`src/rtl/hysteresis_counter_table_pkg.sv`:
```
// Shared types and derived constants for the hysteresis counter table and its
// next-value helper.
package hysteresis_counter_table_pkg;

  typedef enum logic {
    ST_INIT,
    ST_READY
  } state_e;

  // Last value of the "not taken" half of the range.
  function automatic int half_low(input int range);
    return range / 2 - 1;
  endfunction

  // First value of the "taken" half of the range.
  function automatic int half_high(input int range);
    return range / 2;
  endfunction

  // Landing value when an increment crosses up from half_low.
  function automatic int jump_low(input int range, input int coercivity);
    return range / 2 + coercivity;
  endfunction

  // Landing value when a decrement crosses down from half_high.
  function automatic int jump_high(input int range, input int coercivity);
    return range / 2 - 1 - coercivity;
  endfunction

endpackage

```
`src/rtl/hysteresis_saturating_counter_next.sv`:
```
// Combinational next-value rule for one hysteresis saturating counter.
// Shared by the counter table and any stand-alone hysteresis counter.
module hysteresis_saturating_counter_next
  import hysteresis_counter_table_pkg::*;
#(
  parameter int RANGE      = 4,
  parameter int COERCIVITY = 1,
  parameter int WIDTH      = $clog2(RANGE)
) (
  input  logic [WIDTH-1:0] count,
  input  logic             increment,
  input  logic             decrement,
  output logic [WIDTH-1:0] next_count
);

  localparam logic [WIDTH-1:0] MAX_COUNT = WIDTH'(RANGE - 1);
  localparam logic [WIDTH-1:0] HALF_LOW  = WIDTH'(half_low(RANGE));
  localparam logic [WIDTH-1:0] HALF_HIGH = WIDTH'(half_high(RANGE));
  localparam logic [WIDTH-1:0] JUMP_LOW  = WIDTH'(jump_low(RANGE, COERCIVITY));
  localparam logic [WIDTH-1:0] JUMP_HIGH = WIDTH'(jump_high(RANGE, COERCIVITY));

  always_comb begin
    next_count = count;
    if (increment && !decrement && count != MAX_COUNT) begin
      next_count = (count == HALF_LOW) ? JUMP_LOW : count + WIDTH'(1);
    end else if (decrement && !increment && count != '0) begin
      next_count = (count == HALF_HIGH) ? JUMP_HIGH : count - WIDTH'(1);
    end
  end

endmodule

```
`src/rtl/hysteresis_counter_table.sv`:
```
// Table of hysteresis saturating counters with lookup, valid/ready update and
// an init/flush sequencer. Optional HYSTERESIS_COUNTER_TABLE_BYPASS_EN forwards
// the pending write to the lookup port.
module hysteresis_counter_table
  import hysteresis_counter_table_pkg::*;
#(
  parameter int DEPTH       = 16,
  parameter int RANGE       = 4,
  parameter int RESET_VALUE = 1,
  parameter int COERCIVITY  = 1,
  parameter int WIDTH       = $clog2(RANGE),
  parameter int INDEX_WIDTH = $clog2(DEPTH)
) (
  input  logic                   clock,
  input  logic                   resetn,
  input  logic                   flush,
  output logic                   busy,
  input  logic [INDEX_WIDTH-1:0] lookup_index,
  output logic [WIDTH-1:0]       lookup_count,
  output logic                   lookup_taken,
  input  logic                   update_valid,
  output logic                   update_ready,
  input  logic [INDEX_WIDTH-1:0] update_index,
  input  logic                   update_increment,
  input  logic                   update_decrement
);

  localparam logic [INDEX_WIDTH-1:0] LAST_INDEX = INDEX_WIDTH'(DEPTH - 1);
  localparam logic [WIDTH-1:0]       INIT_COUNT = WIDTH'(RESET_VALUE);
  localparam logic [WIDTH-1:0]       TAKEN_MIN  = WIDTH'(half_high(RANGE));

  state_e                 state_q, state_d;
  logic                   busy_q, busy_d;
  logic [INDEX_WIDTH-1:0] init_ptr_q, init_ptr_d;
  logic                   pend_valid_q, pend_valid_d;
  logic [INDEX_WIDTH-1:0] pend_index_q, pend_index_d;
  logic [WIDTH-1:0]       pend_value_q, pend_value_d;

  logic [WIDTH-1:0]       mem [DEPTH];

  logic                   accept;
  logic [WIDTH-1:0]       old_count;
  logic [WIDTH-1:0]       new_count;
  logic                   wr_en;
  logic [INDEX_WIDTH-1:0] wr_index;
  logic [WIDTH-1:0]       wr_data;

  always_comb begin
    update_ready = (state_q == ST_READY) && !flush;
    busy         = busy_q;
    accept       = update_valid && update_ready;
  end

  // The pending slot holds the freshest value for its index, so same-index
  // back-to-back updates chain through it instead of the stale array entry.
  always_comb begin
    if (pend_valid_q && pend_index_q == update_index) begin
      old_count = pend_value_q;
    end else begin
      old_count = mem[update_index];
    end
  end

  hysteresis_saturating_counter_next #(
    .RANGE      (RANGE),
    .COERCIVITY (COERCIVITY),
    .WIDTH      (WIDTH)
  ) u_next (
    .count      (old_count),
    .increment  (update_increment),
    .decrement  (update_decrement),
    .next_count (new_count)
  );

  always_comb begin
    state_d      = state_q;
    busy_d       = busy_q;
    init_ptr_d   = init_ptr_q;
    pend_valid_d = 1'b0;
    pend_index_d = pend_index_q;
    pend_value_d = pend_value_q;
    case (state_q)
      ST_INIT: begin
        if (init_ptr_q == LAST_INDEX) begin
          state_d    = ST_READY;
          busy_d     = 1'b0;
          init_ptr_d = '0;
        end else begin
          init_ptr_d = init_ptr_q + INDEX_WIDTH'(1);
        end
      end
      ST_READY: begin
        if (flush) begin
          state_d    = ST_INIT;
          busy_d     = 1'b1;
          init_ptr_d = '0;
        end else if (accept) begin
          pend_valid_d = 1'b1;
          pend_index_d = update_index;
          pend_value_d = new_count;
        end
      end
      default: begin
        state_d    = ST_INIT;
        busy_d     = 1'b1;
        init_ptr_d = '0;
      end
    endcase
  end

  always_ff @(posedge clock or negedge resetn) begin
    if (!resetn) begin
      state_q      <= ST_INIT;
      busy_q       <= 1'b1;
      init_ptr_q   <= '0;
      pend_valid_q <= 1'b0;
      pend_index_q <= '0;
      pend_value_q <= '0;
    end else begin
      state_q      <= state_d;
      busy_q       <= busy_d;
      init_ptr_q   <= init_ptr_d;
      pend_valid_q <= pend_valid_d;
      pend_index_q <= pend_index_d;
      pend_value_q <= pend_value_d;
    end
  end

  // Single write port: the init walk owns it while busy, the pending slot otherwise.
  always_comb begin
    if (state_q == ST_INIT) begin
      wr_en    = 1'b1;
      wr_index = init_ptr_q;
      wr_data  = INIT_COUNT;
    end else begin
      wr_en    = pend_valid_q;
      wr_index = pend_index_q;
      wr_data  = pend_value_q;
    end
  end

  always_ff @(posedge clock) begin
    if (wr_en) begin
      mem[wr_index] <= wr_data;
    end
  end

`ifdef HYSTERESIS_COUNTER_TABLE_BYPASS_EN
  always_comb begin
    if (pend_valid_q && pend_index_q == lookup_index) begin
      lookup_count = pend_value_q;
    end else begin
      lookup_count = mem[lookup_index];
    end
  end
`else
  always_comb begin
    lookup_count = mem[lookup_index];
  end
`endif

  always_comb begin
    lookup_taken = lookup_count >= TAKEN_MIN;
  end

endmodule

```
`config.mk`:
```
export PLATFORM = sky130hd
export DESIGN_NAME = hysteresis_counter_table
export DESIGN_NICKNAME = d
export VERILOG_FILES = /design/src/rtl/hysteresis_counter_table_pkg.sv /design/src/rtl/hysteresis_saturating_counter_next.sv /design/src/rtl/hysteresis_counter_table.sv
export SDC_FILE = /design/constraint.sdc
export NUM_CORES = 1
export LEC_CHECK = 0
export CAP_MARGIN = 20
export CORE_MARGIN = 3
export CORE_UTILIZATION = 24
export DETAILED_ROUTE_END_ITERATION = 16
export PLACE_DENSITY_LB_ADDON = 0.1
export SYNTH_ARGS = -nofsm -noshare
export SYNTH_HDL_FRONTEND = slang
export SYNTH_HIERARCHICAL = 1
export SYNTH_SLANG_ARGS = --single-unit
```
`constraint.sdc`:
```
create_clock -name clock -period 3.1 [get_ports clock]
set_input_delay 0.62 -clock clock [delete_from_list [all_inputs] [get_ports clock]]
set_output_delay 0.62 -clock clock [all_outputs]
set_load 0.01 [all_outputs]
```
==> results by group, run 1 <==
STA
  – PnR worst setup slack: 0.165 ns
  – Fmax achieved: 341 MHz
  – Tcrit/Tclk final: 0.947
  – # setup viols final: 0
  – Clk_skew: 0.0126 ns
  – Max-slew headroom: 0.548
  – Final-report hold violation count: 0
  – Tmin final: 2.93 ns
  – Worst slew pin tran: 0.679 ns
  – Final Max Slew Viols: 0
  – Unrepaired setup endpoints after global routing: no

Cells and area
  – Fin cells: 338
  – Area grow syn2layout: 22.7%
  – Nets: 222
  – Layout cells sized above 1: 0.224
  – Final Util: 0.304
  – Number of fillers in the final layout: 1,024
  – Antenna cells: 0

Detailed routing
  – Wire per inst: 17.3 um
  – Metal-1 WL: 2600 um
  – Via density: 4.60
  – Number of remaining DRC errors: 0
  – Number of routed nets with antenna violations: 0
  – 1st-pass router iterations: 4
  – DR WL met2: 2960 um
  – Routed wire length: 5860 um
  – Vias: 1,556
  – Initial drt markers: 72
  – Metal3 WL: 258 um
  – DR top layer: met4

Clock tree
  – CTS Buf Count: 5
  – Hold_buf cts: 0
  – Clock sink total: 45
  – CTS Root Cell: clkbuf_8
  – Clock buffer depth: 2
  – Worst-path clk slew: 0.09 ns
  – CTS tree: built
  – Htree depth: 2
  – Clock latency at the later pin of the worst-skew pair: 0.29 ns

Job
  – MaxCap Viol Count: 0

Yosys
  – Syn Nets: 195
  – Top post-synthesis cells by area: edfxtp_1 (40%), dfrtp_1 (12%), mux4_1 (9.7%)
  – Yosys warns: 6
  – Part of the Yosys area used for sequential elements: 0.530
  – Synth cell types: 37
  – Cell taking the most area after synthesis: edfxtp_1
  – Area share of the largest cell type after synthesis: 0.395
  – Synthesized area: 2430 sq um
  – FF+latch count, synth: 45
  – Average size of a mapped cell: 13.7 sq um
  – Mapped Cells: 177

Placement
  – Detailed placement HPWL: 4520 um
  – IO buf count: 18
  – Pre-CTS setup slack: -0.389 ns
  – GPL Wtd Cong: 0.770
  – DP Cell Count: 328

Die
  – CORE AREA: 9820 sq um
  – Die W: 107 um
  – # rows: 36
  – Die height: 107 um
  – # IOs: 19
  – Die area: 11,400 sq um
  – Initial Util: 0.248

Setup path
  – Worst setup path category: in2out
  – Worst setup SP type: input port
  – Register-to-Register Setup Slack: 0.65 ns
  – WP data required: 2.48 ns
  – Max FO, Critical Path: 8
  – Critical Path AT: 2.31 ns
  – Crit end category: output port

Pwr
  – Power per cell area: 694 nW/um^2
  – Lkg Pwr: 1.06 nW
  – Worst vdd ir: 0.319 mV

Status
  – Status: complete, no violations

Global routing
  – GR Util All Layers: 0.107
  – Largest net degree at the start of global routing: 27
  – Gr ovfl total: 0
  – Initial antenna violation count: 0
  – Global-route wire length before repair: 9290 um
  – Vias in the first global route: 1,657

Hold path
  – Min-delay worst type: reg2reg
## cell usage after synthesis
cell type  count
and2_1         2
o21ai_0        4
o21bai_1       1
o32a_1         1
buf_2          1
nand2b_1       2
nand2_1        8
a31oi_1        2
buf_4          1
edfxtp_1      32
nor2b_1        2
nand3_1        3
o22ai_1        2
mux4_2        10
mux2i_1        6
inv_1          9
mux4_1         9
mux2_2         6
ha_1           4
a221oi_1       1
o31a_1         1
nor2_1        24
dfrtp_1       12
nor4_1         1
buf_6          1
a311oi_1       1
a22o_1         1
xnor2_1        2
o21ai_1        2
clkbuf_1       8
xor2_1         3
dfstp_2        1
a41oi_1        2
nor2_2         1
a21oi_1        5
nor3_1         4
a32oi_1        2
## stage by stage
stage               hold WS [ns]  power (mW)  setup TNS [ns]  area, sq um
CTS                        0.550        2.09               0         2950
global route               0.563        2.21               0         2980
finish                     0.535        2.07               0         2980
global placement           0.490        1.64           -1.48         2840
floorplan                  0.324        1.39               0         2430
detailed placement         0.535        1.66           -1.67         2840
## logic make-up (layout without fill, tap and decap cells)
kind of cell,after synthesis,count (layout),share of synthesized area
buffers and inverters,20,48,0.0360
muxes,31,31,0.242
DFF,45,45,0.530
AOI/OAI and AO/OA,25,25,0.0690
xor gates and xnor gates,5,5,0.0180
and+or+nand+nor,47,47,0.0844
adders and majority gates,4,4,0.0206
## worst paths after layout
check | depth (start not counted) | end | startpoint
max reg2reg | 9 | pend_value_q[1]$_DFFE_PN0P_ | mem[13][1]$_DFFE_PP_
max in group asynchronous | 1 | pend_value_q[1]$_DFFE_PN0P_ | resetn
min reg2reg | 2 | busy$_DFFE_PN1P_ | busy$_DFFE_PN1P_
min | 2 | busy$_DFFE_PN1P_ | busy$_DFFE_PN1P_
min in group asynchronous | 1 | state_q$_DFF_PN0_ | resetn
max | 5 | lookup_taken | lookup_index[1]
## cell usage in the layout, fill, tap and decap left out, types with 3 or more instances in the layout
| cell type | count |
|---|---|
| buf_4 | 9 |
| clkdlybuf4s50_1 | 13 |
| a21oi_1 | 5 |
| nand3_1 | 3 |
| inv_1 | 9 |
| o21ai_0 | 4 |
| edfxtp_1 | 32 |
| clkbuf_8 | 6 |
| nand2_1 | 8 |
| mux4_2 | 14 |
| clkdlybuf4s15_2 | 3 |
| buf_12 | 3 |
| mux2_2 | 6 |
| nor2_1 | 24 |
| ha_1 | 4 |
| xor2_1 | 3 |
| dfrtp_1 | 12 |
| mux2i_1 | 6 |
| nor3_1 | 4 |
| mux4_1 | 5 |
## where the power goes
part           total [mW]  leakage [nW]  internal [mW]  switching [mW]
Clock               0.425        0.0566          0.231           0.195
Combinational       0.687         0.575          0.307           0.379
Sequential          0.958         0.430          0.819           0.139
Total                2.07          1.06           1.36           0.713
## critical path, cell delays in order
cell and delay (ns):
clkdlybuf4s50_1 0.46, buf_4 0.16, mux4_2 0.33, mux4_1 0.51, clkdlybuf4s15_2 0.24
## routing by layer
metal	track usage	up-vias
li1	-	730
met1	0.142	776
met2	0.183	46
met3	0.0199	4
met4	0.0247	0
met5	0	-
## flip-flops by register name, summed over array words and instances (netlist names)
register,flops
pend_index_q,4
pend_valid_q,1
pend_value_q,2
busy,1
state_q,1
init_ptr_q,4
mem,32
## cell type report
type / instances / area [sq um] / share of cell area
inverters: 9 / 33.8 / 0.0113
flip-flops and latches: 45 / 1290 / 0.431
repair buffers: 31 / 338 / 0.113
well taps: 133 / 166 / 0.0558
multi-input cells: 112 / 1050 / 0.351
clock buffers: 8 / 111 / 0.0373
## what timing repair did
action,CTS,global route
endpoints found under the setup margin,4,2
pin swaps,0,1
gates resized for setup,15,1
cloned,0,1
setup buffers,0,1
endpoints found under the hold margin,0,0
Note: power is estimated with default switching activity, not from simulation.
==> run 2, diff against run 1 <==
CTS_CLUSTER_DIAMETER = 30   (was unset)
==> results of run 2 <==
Final layout, timing and power as in run 1 (identical DEF).
